$ cat config.mk
export PLATFORM = sky130hd
export DESIGN_NAME = data_port_arbiter
export DESIGN_NICKNAME = d
export VERILOG_FILES = /design/src/rtl/data_port_arbiter_pkg.sv /design/src/rtl/data_port_arbiter_rr_pick2.sv /design/src/rtl/data_port_arbiter.sv
export SDC_FILE = /design/constraint.sdc
export NUM_CORES = 1
export LEC_CHECK = 0
export CAP_MARGIN = 10
export CORE_ASPECT_RATIO = 2
export CORE_MARGIN = 2
export CORE_UTILIZATION = 25
export CTS_CLUSTER_SIZE = 20
export DETAILED_ROUTE_END_ITERATION = 7
export GPL_TIMING_DRIVEN = 0
export HOLD_SLACK_MARGIN = 0.03
export SLEW_MARGIN = 20
export SYNTH_ARGS = -nofsm -noshare
export SYNTH_HDL_FRONTEND = slang
export SYNTH_HIERARCHICAL = 1
export SYNTH_SLANG_ARGS = --single-unit
$ cat constraint.sdc
create_clock -name clk -period 3 [get_ports clk]
set_input_delay 0.3 -clock clk [delete_from_list [all_inputs] [get_ports clk]]
set_output_delay 0.3 -clock clk [all_outputs]
set_load 0.005 [all_outputs]
$ cat src/rtl/data_port_arbiter_pkg.sv
// Shared types for the data-port arbiter: sequencer states and requester IDs.
package data_port_arbiter_pkg;

    // 2'd3 is unused and steers back to ST_IDLE
    typedef enum logic [1:0] {
        ST_IDLE   = 2'd0,
        ST_ACCESS = 2'd1,
        ST_RESP   = 2'd2
    } state_t;

    localparam logic PORT_CPU = 1'b0;
    localparam logic PORT_AUX = 1'b1;

endpackage

$ cat src/rtl/data_port_arbiter_rr_pick2.sv
// Combinational two-way round-robin chooser; a tie goes to the port not granted last.
module rr_pick2
    import data_port_arbiter_pkg::*;
(
    input  logic [1:0] req,
    input  logic       last_grant,
    output logic       grant_valid,
    output logic       grant_id
);

    always_comb begin
        grant_valid = |req;
        grant_id    = PORT_CPU;
        case (req)
            2'b01:   grant_id = PORT_CPU;
            2'b10:   grant_id = PORT_AUX;
            2'b11:   grant_id = ~last_grant;
            default: grant_id = PORT_CPU;
        endcase
    end

endmodule

$ cat src/rtl/data_port_arbiter.sv
// Shares one single-port DataMemory between the CPU data side (port 0) and an
// auxiliary master (port 1), with a fixed number of access wait cycles.
module data_port_arbiter
    import data_port_arbiter_pkg::*;
#(
    parameter int ADDR_W      = 32,
    parameter int DATA_W      = 32,
    parameter int WAIT_CYCLES = 1
) (
    input  logic              clk,
    input  logic              rst_n,
    input  logic              m0_req,
    input  logic              m0_we,
    input  logic [ADDR_W-1:0] m0_addr,
    input  logic [DATA_W-1:0] m0_wdata,
    output logic [DATA_W-1:0] m0_rdata,
    output logic              m0_ack,
    input  logic              m1_req,
    input  logic              m1_we,
    input  logic [ADDR_W-1:0] m1_addr,
    input  logic [DATA_W-1:0] m1_wdata,
    output logic [DATA_W-1:0] m1_rdata,
    output logic              m1_ack,
    output logic [ADDR_W-1:0] mem_address,
    output logic [DATA_W-1:0] mem_write_value,
    output logic              mem_write_en,
    output logic              mem_read_en,
    input  logic [DATA_W-1:0] mem_read_value,
    output logic              busy,
    output logic              owner
);

    localparam logic [3:0] CNT_INIT = 4'(WAIT_CYCLES - 1);

    state_t            state, state_nxt;
    logic              last_grant;
    logic              owner_q;
    logic              we_q;
    logic [ADDR_W-1:0] addr_q;
    logic [DATA_W-1:0] wdata_q;
    logic [3:0]        cnt_q;
    logic [DATA_W-1:0] rdata0_q, rdata1_q;
    logic              grant_valid, grant_id;

    rr_pick2 u_pick (
        .req        ({m1_req, m0_req}),
        .last_grant (last_grant),
        .grant_valid(grant_valid),
        .grant_id   (grant_id)
    );

    always_ff @(posedge clk or negedge rst_n) begin
        if (!rst_n) state <= ST_IDLE;
        else        state <= state_nxt;
    end

    // Memory strobes are decoded from the state register, so an async reset drops them at once
    always_comb begin
        state_nxt       = state;
        mem_address     = '0;
        mem_write_value = '0;
        mem_write_en    = 1'b0;
        mem_read_en     = 1'b0;
        m0_ack          = 1'b0;
        m1_ack          = 1'b0;
        busy            = 1'b0;
        case (state)
            ST_IDLE: begin
                if (grant_valid) state_nxt = ST_ACCESS;
            end
            ST_ACCESS: begin
                busy            = 1'b1;
                mem_address     = addr_q;
                mem_write_value = wdata_q;
                mem_read_en     = ~we_q;
                mem_write_en    = we_q && (cnt_q == 4'd0);
                if (cnt_q == 4'd0) state_nxt = ST_RESP;
            end
            ST_RESP: begin
                busy      = 1'b1;
                m0_ack    = (owner_q == PORT_CPU);
                m1_ack    = (owner_q == PORT_AUX);
                state_nxt = ST_IDLE;
            end
            default: state_nxt = ST_IDLE;
        endcase
    end

    always_ff @(posedge clk or negedge rst_n) begin
        if (!rst_n) begin
            last_grant <= PORT_AUX;
            owner_q    <= PORT_CPU;
            we_q       <= 1'b0;
            addr_q     <= '0;
            wdata_q    <= '0;
            cnt_q      <= '0;
            rdata0_q   <= '0;
            rdata1_q   <= '0;
        end else begin
            case (state)
                ST_IDLE: begin
                    if (grant_valid) begin
                        owner_q <= grant_id;
                        we_q    <= (grant_id == PORT_AUX) ? m1_we    : m0_we;
                        addr_q  <= (grant_id == PORT_AUX) ? m1_addr  : m0_addr;
                        wdata_q <= (grant_id == PORT_AUX) ? m1_wdata : m0_wdata;
                        cnt_q   <= CNT_INIT;
                    end
                end
                ST_ACCESS: begin
                    if (cnt_q == 4'd0) begin
                        if (!we_q) begin
                            if (owner_q == PORT_AUX) rdata1_q <= mem_read_value;
                            else                     rdata0_q <= mem_read_value;
                        end
                    end else begin
                        cnt_q <= cnt_q - 4'd1;
                    end
                end
                ST_RESP: last_grant <= owner_q;
                default: ;
            endcase
        end
    end

    assign m0_rdata = rdata0_q;
    assign m1_rdata = rdata1_q;
    assign owner    = owner_q;

endmodule

# Word level (Yosys, flattened, before mapping)
# Index checks and enable logic that the tools add are counted.
# totals
register_bits	137
input_bits	166
out_inout_bits	134
elab_cells	48
# op_classes
addsub	1
n_eq_ne	7
n_mux	17
bitwise	3
n_reduce_logical	11
# ops
cell	count
2-to-1 mux 32 bit	4
2-to-1 mux 4 bit	2
one-hot mux 4 bit (2 select lines)	1
AND reduction 4 bit	2
== test 2 bit (second input constant)	3
2-to-1 mux 1 bit	6
!= test 2 bit (second input constant)	3
zero test 4 bit	1
2-to-1 mux 2 bit	2
one-hot mux 2 bit (2 select lines)	1
AND reduction 2 bit	2
OR reduction 2 bit	2
subtractor 4 x 1 -> 4 bit (second input constant)	1
inverter 1 bit	3
AND reduction 3 bit	1
== test 2 x 1 -> 1 bit (second input constant)	1
zero test 2 bit	1
one-hot mux 1 bit (2 select lines)	1
nonzero test 2 bit	1
logical AND 1 bit	1

# Longest topological paths before layout
# Gate-level depths: netlist of the first run.
# logic_depth
depth_word	3
mapped_depth	8
depth_no_buf	6

# Cells and area by module
# The synthesis of the first run kept the hierarchy.
# by_module_without_submodules
mod	n_inst	cells_per_inst	area_per_inst_um2
data_port_arbiter	1	546	6436.2
rr_pick2	1	2	13.8

# Worst setup path before layout of the first run
# Ideal clock, no wire load.
# synth_path
path_kind	register to register
startpoint	reg cnt_q[0]
endpoint	reg rdata0_q[10], in the netlist m0_rdata[10]
arrival_ns	1.636
t_required_ns	2.873
path_slack_ns	1.237
stages_incl_launch_ff	8
path_buffers	1
synth_period_minus_slack_ns	1.763
cell_sequence	dfrtp_1 > inv_1 > ha_1 > nor3b_4 > nand2_1 > nor2_4 > buf_6 > mux2_1
# synth_via
elab_chain_len	2
# synth_rtl
element	line_no	text
start, declared	data_port_arbiter.sv:41	logic [3:0] cnt_q;
start signal, assigned	data_port_arbiter.sv:117	cnt_q <= cnt_q - 4'd1;
zero test 4 bit	data_port_arbiter.sv:111	if (cnt_q == 4'd0) begin
AND reduction 4 bit (no source line)	--	
end signal, assigned	data_port_arbiter.sv:114	else rdata0_q <= mem_read_value;
end, declared	data_port_arbiter.sv:42	logic [DATA_W-1:0] rdata0_q, rdata1_q;
# Every way passes these cells.
# A chain may end at the register's enable or synchronous reset.

# Final worst setup path of the first run
# layout_path
startpoint	reg state[1]
endpoint	out mem_write_value[6]
# layout_via
elab_chain_len	2
# layout_rtl
element	line_no	text
start, declared	data_port_arbiter.sv:35	state_t state, state_nxt;
start signal, assigned	data_port_arbiter.sv:54	else state <= state_nxt;
== test 2 x 1 -> 1 bit	data_port_arbiter.sv:67	case (state)
2-to-1 mux 32 bit	data_port_arbiter.sv:67	
end, declared	data_port_arbiter.sv:25	output logic [DATA_W-1:0] mem_write_value,
# Every way passes these cells.

==> parameters.txt, run 1 <==
Parameter                              Value

Clock network
  Number of clock sinks ... around 140
  Number of H-tree levels ... 4
  Clock-pin slew of the registers on the worst-case setup and hold paths ... roughly 0.060 ns
  CTS tree ... built
  Root Buffer Master ... sky130_fd_sc_hd__clkbuf_16
  TritonCTS buffer count ... 17
  Clk_lat worst skew ... between 0.4 and 0.5 ns
  Number of buffers between clock root and the deepest sink ... 2
  Setup repair bufs after CTS ... 0

Pwr
  Net switching fraction of the power ... 32.2%
  Sequential share of power ... a little under a third
  Gate power share ... a little under half
  Leakage Power ... roughly 4.5 nW
  Part of the power in the clock network ... ~21%
  Worst IR drop on VDD ... slightly below 400 uV
  Net Switching ... 3.29 mW
  Power density cells ... between 900 and 1000 nW/um^2
  P_int ... 6.92 mW

Finish
  Area taken by flip-flops and latches ... 3430 sq um
  Share of cells above drive strength 1 ... between 10 and 15%
  Combined area of the multi-input logic cells ... between 2000 and 3000 sq um
  Antenna fix cells ... 0
  Layout-stage area growth over the synthesis result ... 62.8%
  Final-layout fill cell count ... 2,538
  Net total in the final layout ... approximately 1,000
  Final Core Density ... 41.1%

Placed design
  Buffers on Ports ... ~300
  Worst setup timing slack at the placement stage ... between 0.2 and 0.25 ns
  Global placer's final weighted congestion ... ~0.77
  Hpwl dp ... 16.4 mm

Die
  Starting density of the core ... between 20% and 30%
  Area of the core region ... around 26,000 sq um
  Width of the chip ... around 120 um
  Die footprint ... ~27,000 sq um
  Die extent in y ... between 200 and 250 um
  Total number of placement rows ... 83
  I/O pin count ... 300

GRT
  First-pass GRT wire length ... 32.8 mm
  Number of antenna violations at the first check in global routing ... 0
  Number of global-route vias before repair ... around 5,800
  Maximum number of pins on one net before global-route repair ... ~80
  All-Layer GR Usage ... 16.0%
  Overflow left after global routing ... 0

Worst setup path
  Required @ worst endpoint ... about 2.7 ns
  Maximum fanout count along the critical path ... 10
  Critical Path AT ... 2.54 ns
  Count of buffering cells on the critical path with inverters included ... 4
  Launching element type of the critical path ... register
  Number of cells on the worst reg-to-reg path ... 6
  CP max-delay cell ... sky130_fd_sc_hd__clkdlybuf4s50_1
  Crit path depth ... 6
  Beginning of the critical path ... state[1]
  Capturing element type of the critical path ... output pin
  Critical Path, Cell by Cell ... inv_1, ha_1, clkbuf_2, clkbuf_1, and2_1, clkdlybuf4s50_1
  Critical setup path kind ... register to output pin
  Origin of the critical flop-to-flop path ... last_grant
  Largest stage delay on the critical path ... between 0.5 and 0.6 ns
  Kind of cell adding the most delay to the critical path ... buffers and inverters

Job
  Max-Cap Viols ... 0

Routing
  DR vias ... about 5,300
  DR WL/cell ... 17.3 um
  Residual DRC count ... 0
  Final wirelength ... 21.2 mm
  Detail-routed via count per cell ... ~4.3
  1st-iter DRT viols ... about 200
  Router iterations before antenna repair ... 4
  Antenna Violating Nets Remaining ... 0

Logic synthesis
  Synth Warn # ... 6
  Flip-flop cell with the highest count after synthesis ... sky130_fd_sc_hd__dfrtp_1
  Net count after synthesis ... between 700 and 800
  Post-synthesis async set-or-reset flop share ... 100%
  Distinct cells, synth ... 35
  Top cells by area, synth ... sky130_fd_sc_hd__dfrtp_1, sky130_fd_sc_hd__mux2i_1, sky130_fd_sc_hd__mux2_4
  Mean Syn Cell Area ... ~12 sq um
  Number of synthesized flops with an enable pin ... 0
  Part of the Yosys area used for sequential elements ... a little over half
  Leading cell type by number of instances after synthesis ... sky130_fd_sc_hd__dfrtp_1
  Cell count after synthesis ... between 500 and 600
  Commonest cells post-synth ... sky130_fd_sc_hd__dfrtp_1, sky130_fd_sc_hd__a21oi_1, sky130_fd_sc_hd__nor2_1, sky130_fd_sc_hd__and2_1, sky130_fd_sc_hd__mux2i_1
  Number of synthesized register bits ... approximately 140
  Proportion of netlist area held by the largest area contributor ... ~53%
  Post-synthesis instance area ... between 6000 and 7000 sq um
  Dominant cell type by area after synthesis ... sky130_fd_sc_hd__dfrtp_1

Timing
  Number of max-slew violations in the final report ... 0
  Final Hold Violating Endpoints ... 0
  Peak clock frequency supported by timing ... about 350 MHz
  Worst Tran Pin Value ... 0.618 ns
  Finish-stage setup viols ... 0
  Tightest slew margin relative to the limit ... between 50% and 60%
  Min cycle time layout ... 2.84 ns
  Worst Skew ... approximately 0.0073 ns
  Share of the clock period used by the worst path ... 94.7%
  Setup slack after layout ... between 0.15 and 0.2 ns
  Setup repair after global routing missed its margin ... yes

Hold path
  Type of the tightest min-delay check ... input port to async pin

Run status
  Outcome ... complete, no violations
-- cell type report --
cell class	instances	share of cell area, %
timing repair buffer	301	28.9
inverter	6	0.214
buffer	37	1.99
tap	340	4.05
clock buffer	22	4.42
clock inverter	10	1.13
multi-input combinational	368	26.6
sequential	137	32.7
-- power by group through the flow --
stage	logic, mW	clock network (mW)	registers [mW]
after global routing	5.30	2.25	3.36
after detailed placement	4.96	0	3.27
final	4.87	2.11	3.23
after floorplan	2.14	0	3.22
after global placement	4.90	0	3.23
after CTS	5.00	2.18	3.23
-- state kept, by name (all words and copies together), names as in the netlist --
register and count:
owner 1, we_q 1, m0_rdata 32, addr_q 32, cnt_q 4, m1_rdata 32
wdata_q 32, last_grant 1, state 2
-- cell families (layout without fill, tap and decap cells) --
group           after synthesis  in the layout  share of synthesized area, %
compound gates               79             79                          6.46
fa+ha+maj                     6              6                          1.16
buf+inv                      43            376                          3.49
flops                       137            137                          53.2
mux                         131            131                          23.4
simple gates                152            152                          12.4
-- path summary, 6_finish.rpt --
kind | end | slack (ns)
max reg2reg | wdata_q[31] | 0.89
min reg2reg | m0_rdata[26] | 0.48
max in group asynchronous | m1_rdata[1] | 1.80
min | m1_rdata[14] | 0.43
max | mem_write_value[6] | 0.16
min in group clk | m0_rdata[26] | 0.48
-- layer usage --
| metal | routed length (um) | vias up | GRT usage, % |
|---|---|---|---|
| met5 | 0 | - | 0 |
| met4 | 740 | 0 | 8.47 |
| met3 | 1020 | 32 | 3.67 |
| met2 | 12100 | 194 | 31.0 |
| met1 | 7340 | 2556 | 15.4 |
| li1 | - | 2510 | - |
-- what timing repair did --
item | in CTS | in global routing
endpoints found under the hold margin | 76 | 0
pin swaps | 0 | 0
gates cloned | 0 | 0
resized for setup | 3 | 4
hold buffers | 1 | 0
setup endpoints to repair | 60 | 18
-- metrics by stage --
| stage | setup TNS [ns] | power, mW | area, sq um | hold slack, ns | instances |
|---|---|---|---|---|---|
| after detailed placement | 0 | 8.23 | 9900 | 0.330 | 1188 |
| after floorplan | 0 | 5.36 | 6450 | 0.00441 | 548 |
| after global placement | -584.61 | 8.13 | 9870 | 0.468 | 1187 |
| after global routing | -0.00131 | 10.9 | 10500 | 0.479 | 1221 |
| final | 0 | 10.2 | 10500 | 0.430 | 1221 |
| after CTS | 0 | 10.4 | 10500 | 0.439 | 1221 |
-- placed cells by master (no fill, tap or decap), types with 3 or more instances in the layout --
master	instances
sky130_fd_sc_hd__buf_2	15
sky130_fd_sc_hd__clkbuf_1	12
sky130_fd_sc_hd__mux2_2	6
sky130_fd_sc_hd__nand2_1	4
sky130_fd_sc_hd__nor2_1	67
sky130_fd_sc_hd__clkbuf_16	17
sky130_fd_sc_hd__o21ai_0	5
sky130_fd_sc_hd__buf_6	6
sky130_fd_sc_hd__clkbuf_2	5
sky130_fd_sc_hd__clkinvlp_4	3
sky130_fd_sc_hd__mux2_4	30
sky130_fd_sc_hd__nor2b_1	3
sky130_fd_sc_hd__inv_1	6
sky130_fd_sc_hd__mux2i_1	65
sky130_fd_sc_hd__dfrtp_1	136
sky130_fd_sc_hd__mux2_1	30
sky130_fd_sc_hd__clkdlybuf4s50_1	298
sky130_fd_sc_hd__and2_1	66
sky130_fd_sc_hd__a21oi_1	67
sky130_fd_sc_hd__ha_1	6
(Power assumes the default switching activity.)
==> run 2, diff against run 1 <==
--- a/config.mk
+++ b/config.mk
@@ -5,6 +5,7 @@
 export SDC_FILE = /design/constraint.sdc
 export NUM_CORES = 1
 export LEC_CHECK = 0
+export ABC_AREA = 0
 export CAP_MARGIN = 10
 export CORE_ASPECT_RATIO = 2
 export CORE_MARGIN = 2
==> results of run 2 <==
Final layout, timing and power as in run 1 (identical DEF).
